$ cat src/rtl/input_load_pkg.sv
// Shared definitions for the buffer-RAM load/store paths: FSM states, word
// geometry and the half-bank base address helper.
package input_load_pkg;

  typedef enum logic [2:0] {
    IDLE,
    REQ,
    WAIT,
    STREAM,
    DONE
  } state_t;

  localparam int BYTES_PER_WORD = 16;
  localparam int WORD_W         = 128;

  // Half-bank base: offset bit selects the upper or lower half of the RAM.
  function automatic logic [15:0] base_address(input logic offset);
    return {offset, 15'b0};
  endfunction

endpackage

$ cat src/rtl/word_unpacker.sv
// Holds one 128-bit word and hands it out MSB-first, one byte per accept.
// Handshake: a byte transfers on a cycle where byte_valid and byte_ready are both 1;
// byte_out/last_out stay put while byte_valid=1 and byte_ready=0.
module word_unpacker
  import input_load_pkg::*;
(
  input  logic              clock,
  input  logic              reset,
  input  logic              load,
  input  logic [WORD_W-1:0] load_word,
  input  logic              clear,
  input  logic              last_word,
  input  logic              byte_ready,
  output logic [7:0]        byte_out,
  output logic              byte_valid,
  output logic              last_out,
  output logic              word_consumed
);

  logic [WORD_W-1:0] shift_q;
  logic [3:0]        idx_q;
  logic              valid_q;
  logic              accept;
  logic              final_byte;

  assign accept     = valid_q & byte_ready;
  assign final_byte = (idx_q == 4'(BYTES_PER_WORD - 1));

  always_ff @(posedge clock or posedge reset) begin
    if (reset) begin
      shift_q <= '0;
      idx_q   <= '0;
      valid_q <= 1'b0;
    end else if (clear) begin
      idx_q   <= '0;
      valid_q <= 1'b0;
    end else if (load) begin
      shift_q <= load_word;
      idx_q   <= '0;
      valid_q <= 1'b1;
    end else if (accept) begin
      shift_q <= shift_q << 8;
      idx_q   <= idx_q + 4'd1;
      if (final_byte) valid_q <= 1'b0;
    end
  end

  assign byte_out      = shift_q[WORD_W-1 -: 8];
  assign byte_valid    = valid_q;
  assign last_out      = valid_q & last_word & final_byte;
  assign word_consumed = accept & final_byte;

endmodule

$ cat src/rtl/input_load.sv
// Reads WordCount 128-bit words from the buffer RAM starting at a half-bank base
// and streams them out as bytes, one word request at a time (no prefetch).
module input_load
  import input_load_pkg::*;
#(
  parameter int READ_LATENCY = 1,
  parameter int ADDR_W       = 16
) (
  input  logic              clock,
  input  logic              reset,
  input  logic              StartIn,
  input  logic              input_base_offset,
  input  logic [15:0]       WordCount,
  output logic [ADDR_W-1:0] ReadAddress,
  output logic              ReadEnable,
  input  logic [WORD_W-1:0] ReadBus,
  output logic [7:0]        ByteOut,
  output logic              ByteValid,
  input  logic              ByteReady,
  output logic              LastOut,
  output logic              Done,
  output state_t            fsm_state
);

  state_t            state_q, state_d;
  logic [ADDR_W-1:0] addr_q;
  logic [15:0]       wc_q;
  logic [15:0]       words_done_q;
  logic [2:0]        lat_q;
  logic              capture;
  logic              word_consumed;
  logic              last_word;
  logic              run_complete;

  // Data is on ReadBus during the READ_LATENCY-th cycle after the REQ cycle.
  assign capture      = (state_q == WAIT) && (lat_q == 3'(READ_LATENCY - 1)) && StartIn;
  assign last_word    = (words_done_q == wc_q - 16'd1);
  assign run_complete = (words_done_q + 16'd1 == wc_q);

  always_comb begin
    state_d = state_q;
    case (state_q)
      IDLE:    if (StartIn) state_d = (WordCount == 16'd0) ? DONE : REQ;
      REQ:     state_d = WAIT;
      WAIT:    if (capture) state_d = STREAM;
      STREAM:  if (word_consumed) state_d = run_complete ? DONE : REQ;
      DONE:    state_d = DONE;
      default: state_d = IDLE;
    endcase
    // Dropping StartIn aborts from anywhere.
    if (!StartIn) state_d = IDLE;
  end

  always_ff @(posedge clock or posedge reset) begin
    if (reset) begin
      state_q      <= IDLE;
      addr_q       <= '0;
      wc_q         <= '0;
      words_done_q <= '0;
      lat_q        <= '0;
    end else begin
      state_q <= state_d;
      case (state_q)
        IDLE: begin
          addr_q       <= ADDR_W'(base_address(input_base_offset));
          words_done_q <= '0;
          if (StartIn) wc_q <= WordCount;
        end
        REQ:  lat_q <= '0;
        WAIT: lat_q <= lat_q + 3'd1;
        STREAM: begin
          if (word_consumed) begin
            words_done_q <= words_done_q + 16'd1;
            if (!run_complete) addr_q <= addr_q + 1'b1;
          end
        end
        default: ;
      endcase
    end
  end

  word_unpacker u_unpacker (
    .clock         (clock),
    .reset         (reset),
    .load          (capture),
    .load_word     (ReadBus),
    .clear         (!StartIn),
    .last_word     (last_word),
    .byte_ready    (ByteReady),
    .byte_out      (ByteOut),
    .byte_valid    (ByteValid),
    .last_out      (LastOut),
    .word_consumed (word_consumed)
  );

  assign ReadAddress = addr_q;
  assign ReadEnable  = (state_q == REQ);
  assign Done        = (state_q == DONE);
  assign fsm_state   = state_q;

endmodule

$ cat config.mk
export PLATFORM = sky130hd
export DESIGN_NAME = input_load
export DESIGN_NICKNAME = d
export VERILOG_FILES = /design/src/rtl/input_load_pkg.sv /design/src/rtl/word_unpacker.sv /design/src/rtl/input_load.sv
export SDC_FILE = /design/constraint.sdc
export NUM_CORES = 1
export LEC_CHECK = 0
export BUFFER_PORTS_ARGS = -buffer_cell sky130_fd_sc_hd__clkbuf_2
export CORE_MARGIN = 5
export CORE_UTILIZATION = 47
export CTS_CLUSTER_SIZE = 24
export DETAILED_ROUTE_END_ITERATION = 12
export PLACE_DENSITY = 0.77
export REMOVE_ABC_BUFFERS = 1
export SETUP_SLACK_MARGIN = 0.05
export SLEW_MARGIN = 20
export SYNTH_ARGS = -nofsm -noshare
export SYNTH_HDL_FRONTEND = slang
export SYNTH_SLANG_ARGS = --single-unit
export TNS_END_PERCENT = 5
$ cat constraint.sdc
create_clock -name clock -period 9.9 [get_ports clock]
set_input_delay 0 -clock clock [delete_from_list [all_inputs] [get_ports clock]]
set_output_delay 0 -clock clock [all_outputs]
set_load 0.01 [all_outputs]
==> results.md, run 1 <==
- Synth cell types: 61
- Worst hold-check path type: in2reg
- PwrDens: 228.9 nW/um^2
- CTS Buf Count: 17
- Minimum clock period: 3.706 ns
- First-pass GRT wire length: 47.38 mm
- RSZ-0062 raised after global routing: no
- Avg WL per Cell: 18.12 um
- Seq/Total Area, Yosys: 49.42%
- Critical setup path kind: reg2out
- Initial antenna violation count: 1
- Final setup skew: 0.01314 ns
- FFs w/ async S/R, synth: 100.0%
- Largest net degree at the start of global routing: 121
- CTS H-tree depth: 4
- Number of DRC markers in iteration 0: 677
- Vias in the first global route: 9,259
- Slew Limit Fails: 0
- Clock Power Share: 24.7%
- Synth Area in XOR/XNOR: 3.502%
- Drt first pass iters: 5
- Final GP Congestion: 0.9106
- Worst Setup End Kind: output pin
- Initial core utilization: 47.25%
- Main combinational cell family by area after synthesis: compound AO/OA/AOI/OAI gates
- Simple-gate area share of the yosys netlist: 15.84%
- CTS sink count: 187
- Worst EP required: 9.90 ns
- Sum Neg Setup Slack: 0 ns
- Startpoint Class: register
- Run status: completed
- Post-synthesis mux area share: 2.405%
- Root buffer cell: clkbuf_16
- Flop pwr share: 44.1%
- Max VDD drop: 0.0001325 V
- Syn_area_per_cell: 9.158 sq um
- Buffers inserted by post-CTS timing repair: 0
- IO Port Bufs: 179
- Num ports: 180
- Post-route ant nets: 0
- Synth warn: 0
- Least-Margin Pin Slew: 1.046 ns
- Rows: 52
- All-Layer GR Usage: 24.42%
- Die Wd: 151.9 um
- Sw power: 1053 uW
- Combinational share of power: 31.2%
- Die ar.: 23,090 sq um
- Synthesized netlist cell count: 1,034
- Layout cell share with drive strength beyond 1: 19.07%
- Mapped Area: 9469 sq um
- Via-to-Cell Ratio: 5.890
- Hold-fix buffers at CTS: 147
- Dpl hpwl: 16.62 mm
- Worst-Skew Late Latency: 0.44 ns
- Worst-path clk slew: 0.08 ns
- Clk buf depth: 2
- Top FF cell, synth: dfrtp_1
- Layout Nets: 1,448
- GRT overflow: 0
- Final hold vios: 0
- Sw frac: 36.97%
- Final count of negative-setup-slack endpoints: 0
- Area delta synth->final: 31.41%
- Slew HR: 30.28%
- Max-Cap Viols: 0
- Post-CTS Resized: 0
- Final worst-path cycle share: 37.44%
- Leakage Power: 0.005237 uW
- Synth Area in Compound Gates: 22.73%
- TritonCTS clock tree: built
- Register bit total from synthesis: 187
- Drt total wl: 28.58 mm
- # DRC: 0
- Vias after detailed routing: 9,289
- Int Power: 1796 uW
- Total core area: 20,040 sq um
- Total Power: 2849 uW
- Worst Path Max Fanout: 7
- Number of synthesized flops with an enable pin: 0
- Crit path DAT: 3.71 ns
- Chip height: 151.9 um
- Achievable clock frequency: 269.8 MHz
- Adder-Cell Fraction of Synth Area: 0.7928%
==> cell usage after synthesis (all sizes together) (3+ instances only) <==
cell     count  area [sq um]
a2111oi      4         41.29
a21o         3         23.77
a21oi      144         724.5
a22oi        6         45.04
a31oi        5         31.28
a32o         8         80.08
and2         6         37.54
and3         7         43.79
and4         3         26.28
buf         28         190.2
clkbuf      64         241.5
dfrtp      187          4679
ha           6         75.07
inv         19         71.32
mux2        14         157.7
mux2i        7         70.07
nand2       45         168.9
nand2b       5         31.28
nand3       21         122.6
nand4       15         108.9
nor2       156         595.6
nor3        15         75.07
nor4        19         146.4
o211ai       8         60.06
o21a         3         22.52
o21ai       35         175.2
o22ai      123         769.5
o31ai        6         45.04
o32a         3         30.03
o41ai        5         43.79
or3         10         62.56
or4          5         37.54
xnor2       21         191.4
xor2        16         140.1
==> cell type report <==
| type | count | area [sq um] |
|---|---|---|
| Timing Repair Buffer | 332 | 2415 |
| Inverter | 19 | 78.83 |
| Multi-Input combinational cell | 736 | 4314 |
| Clock inverter | 15 | 190.2 |
| Sequential cell | 187 | 4679 |
| Clock buffer | 17 | 425.4 |
| Antenna cell | 1 | 2.502 |
| Tap cell | 270 | 337.8 |
| Fill cell | 1628 | 7596 |
==> worst paths after layout <==
check,startpoint,to,slack (ns),cells after the start
min,StartIn,u_unpacker.shift_q[103]$_DFFE_PP0P_,0.20,2
max,wc_q[0]$_DFFE_PP0P_,LastOut,6.19,10
max in group asynchronous,reset,u_unpacker.shift_q[48]$_DFFE_PP0P_,8.17,4
max reg2reg,fsm_state[2]$_DFFE_PP0P_,u_unpacker.shift_q[77]$_DFFE_PP0P_,6.32,7
min reg2reg,u_unpacker.shift_q[5]$_DFFE_PP0P_,u_unpacker.shift_q[5]$_DFFE_PP0P_,0.49,1
min in group asynchronous,reset,u_unpacker.shift_q[49]$_DFFE_PP0P_,0.29,3
==> metrics by stage <==
| step | area [sq um] | worst slack (ns) | instances | util [%] | hold slack, ns |
|---|---|---|---|---|---|
| floorplan | 9037 | 3.567 | 942 | - | 0.08473 |
| global placement | 10350 | 6.617 | 1397 | 51.67 | 0.2242 |
| detailed placement | 10350 | 6.523 | 1397 | 51.67 | 0.2340 |
| CTS | 12440 | 6.186 | 1576 | 62.08 | 0.1893 |
| global route | 12440 | 5.686 | 1577 | 62.09 | 0.2288 |
| finish | 12440 | 6.194 | 1577 | 62.09 | 0.2039 |
==> registers in the layout, indices dropped and copies added (netlist names) <==
signal and flops:
ReadAddress 16, fsm_state 3, lat_q 3, u_unpacker.byte_valid 1, u_unpacker.idx_q 4, u_unpacker.shift_q 128
wc_q 16, words_done_q 16
==> worst max-delay path, cell delays in order, from the launching register on <==
cell       delay, ns
dfrtp_1         0.44
inv_1           0.09
ha_1            0.23
nor4b_2         0.46
nand2_1         0.30
nor4_1          0.29
xor2_1          0.14
nor4_1          0.35
o2111ai_1       0.20
a2111oi_0       0.53
clkbuf_2        0.23
==> metal layers <==
layer / track usage, % / up-vias / wire length (um)
met1: 31.86 / 4473 / 11730
li1: - / 4298 / -
met5: 0 / - / 0
met3: 5.006 / 77 / 1857
met2: 40.30 / 441 / 14070
met4: 9.332 / 0 / 930
==> cells by family after synthesis <==
logic type | Yosys count
adders and majority gates | 6
buffers and inverters | 111
muxes | 21
and+or+nand+nor | 312
DFF | 187
xor gates and xnor gates | 37
AOI/OAI and AO/OA | 360
==> layout by cell type (no fill, tap or decap), drive strengths merged, types with 5 or more instances in the layout <==
cell type	netlist	final
a21oi	144	144
a22oi	6	6
a31oi	5	5
a32o	8	8
and2	6	6
and3	7	7
buf	28	7
clkbuf	64	195
clkinv	0	6
dfrtp	187	187
dlygate4sd3	0	147
ha	6	6
inv	19	28
mux2	14	14
mux2i	7	7
nand2	45	45
nand2b	5	5
nand3	21	21
nand4	15	15
nor2	156	156
nor3	15	15
nor4	19	19
o211ai	8	8
o21ai	35	35
o22ai	123	123
o31ai	6	6
o41ai	5	5
or3	10	10
or4	5	5
xnor2	21	21
xor2	16	16
==> power groups by stage <==
stage	clock network [uW]	registers, uW	logic [uW]
2_1_floorplan	0	1220	607
3_3_place_gp	0	1240	782
6_report	702	1260	889
5_1_grt	741	1290	997
4_1_cts	720	1240	864
3_5_place_dp	0	1260	811
Note: power is estimated with default switching activity, not from simulation.
==> run 2, diff against run 1 <==
Settings changed: PLACE_DENSITY 0.77 to 0.8.
Clock period 9.9 ns to 3.4 ns, I/O delays scaled along.
==> results.md, run 2 (synthesized netlist as in run 1, its figures left out) <==
- Run status: completed
- Bufs and invs on worst path: 1
- Final count of negative-setup-slack endpoints: 0
- Slew HR: 38.15%
- Area delta synth->final: 33.14%
- Most frequent cells in the layout: 187 x dfrtp_1, 178 x clkbuf_2, 154 x nor2_1
- Num ports: 180
- Clk buf depth: 2
- GRT overflow: 0
- Non-filler cells, final: 1,584
- Avg WL per Cell: 18.43 um
- CTS sink count: 187
- Leakage Power: 0.005311 uW
- Via-to-Cell Ratio: 5.867
- Final hold vios: 0
- Achievable clock frequency: 320.3 MHz
- Drt first pass iters: 5
- Critical path's top delay family: simple AND/OR/NAND/NOR gates
- Root buffer cell: clkbuf_16
- Worst-Skew Late Latency: 0.43 ns
- PwrDens: 670.6 nW/um^2
- Worst EP required: 3.40 ns
- Crit path DAT: 3.12 ns
- IO Port Bufs: 179
- Placed cells: 1,401
- Worst Path Max Fanout: 10
- Initial core utilization: 47.25%
- Die Wd: 151.9 um
- Die ar.: 23,090 sq um
- Design Area, Final: 12,610 sq um
- Slowest cell on the critical path: dfrtp_1
- FILL cells: 1,578
- # DRC: 0
- Vias after detailed routing: 9,294
- Biggest register: u_unpacker.shift_q
- CP max stage delay: 0.55 ns
- Worst path cell trace: nor4_4 -> nand2_1 -> xnor2_1 -> nand4_1 -> nor4_1 -> o2111ai_1 -> a2111oi_1 -> clkbuf_2
- Startpoint Class: register
- Final setup skew: 0.007620 ns
- Post-route ant nets: 0
- Critical setup path kind: reg2out
- Dpl hpwl: 16.63 mm
- Minimum clock period: 3.122 ns
- Layout Nets: 1,456
- CTS H-tree depth: 4
- Max reg flops: 128
- Drt total wl: 29.20 mm
- Dpl cell area: 10,450 sq um
- Sum Neg Setup Slack: 0 ns
- Worst Setup End Kind: output pin
- Worst hold-check path type: in2async
- Largest net degree at the start of global routing: 128
- Diode count: 0
- Max-Cap Viols: 0
- Max VDD drop: 0.0003516 V
- Vias in the first global route: 9,175
- Final GP Congestion: 0.8599
- Rows: 52
- Final worst-path cycle share: 91.82%
- Hold WS: 0.2677 ns
- CTS Buf Count: 17
- Most common cell after layout, fill and taps aside: dfrtp_1
- All-Layer GR Usage: 24.97%
- Slew Limit Fails: 0
- Number of DRC markers in iteration 0: 660
- TritonCTS clock tree: built
- Layout cell share with drive strength beyond 1: 19.48%
- Initial antenna violation count: 0
- Least-Margin Pin Slew: 0.9267 ns
- Total core area: 20,040 sq um
- Chip height: 151.9 um
- Worst-path clk slew: 0.07 ns
- First-pass GRT wire length: 48.09 mm
- RSZ-0062 raised after global routing: no
==> run 2: cell count changes in the layout (fill, tap and decap cells not counted), moves of 2 or more <==
cell,delta
inv_12,-3
inv_6,+3
bufinv_16,+2
dlygate4sd3_1,+3
buf_12,+5
==> run 2: layer usage <==
layer / track usage (%) / routed length, um
met5: 0 / 0
met1: 32.53 / 12110
met2: 41.68 / 14450
met3: 5.802 / 1771
met4: 7.705 / 860
==> run 2: path summary, 6_finish.rpt <==
check                                                  startpoint  slack [ns]  cells after the start                            endpoint
worst max-delay path                          wc_q[2]$_DFFE_PP0P_        0.28                      8                             LastOut
worst min-delay path                                        reset        0.27                      3  u_unpacker.shift_q[17]$_DFFE_PP0P_
worst max register to register           fsm_state[2]$_DFFE_PP0P_        0.44                      6   u_unpacker.shift_q[5]$_DFFE_PP0P_
worst min register to register  u_unpacker.shift_q[7]$_DFFE_PP0P_        0.50                      1   u_unpacker.shift_q[7]$_DFFE_PP0P_
max in group asynchronous                                   reset        2.23                      4                wc_q[12]$_DFFE_PP0P_
min in group clock                                   WordCount[4]        0.34                      4                 wc_q[4]$_DFFE_PP0P_
==> run 2: stage by stage <==
step	power (uW)	setup slack, ns	utilization (%)
6_report	8454	0.2782	62.91
3_5_place_dp	6083	0.5092	52.13
3_3_place_gp	5962	0.5857	52.13
4_1_cts	8345	0.1281	62.78
2_1_floorplan	5314	-2.933	-
5_1_grt	8994	0.07131	62.91
==> run 2: cell type report <==
class / count / area (sq um) / share of cell area [%]
Tap cell: 270 / 337.8 / 2.680
Timing Repair Buffer: 340 / 2545 / 20.19
Multi-Input combinational cell: 736 / 4342 / 34.44
Inverter: 19 / 78.83 / 0.6252
Sequential cell: 187 / 4679 / 37.12
Clock buffer: 17 / 425.4 / 3.374
Clock inverter: 15 / 198.9 / 1.578
==> run 2: what timing repair did <==
action / CTS / global route
hold buffers: 150 / 0
gates resized for setup: 1 / 4
pin swaps: 0 / 1
setup endpoints to repair: 1 / 1
buffers inserted: 0 / 1
hold endpoints to repair: 273 / 0
==> run 2: power by group <==
| part | leakage, uW | switching, uW | internal [uW] | total, uW |
|---|---|---|---|---|
| Sequential | 0.00220 | 618 | 3070 | 3680 |
| Combinational | 0.00281 | 1480 | 1190 | 2680 |
| Clock | 0.000303 | 964 | 1130 | 2090 |
| Total | 0.00531 | 3070 | 5390 | 8450 |
==> run 2: worst register-to-register path: cells and delay by family, from the launching register on <==
kind / cells / cell delay, ns
compound gates: 2 / 0.74
flops: 1 / 0.53
buf+inv: 1 / 0.54
simple gates: 3 / 1.03
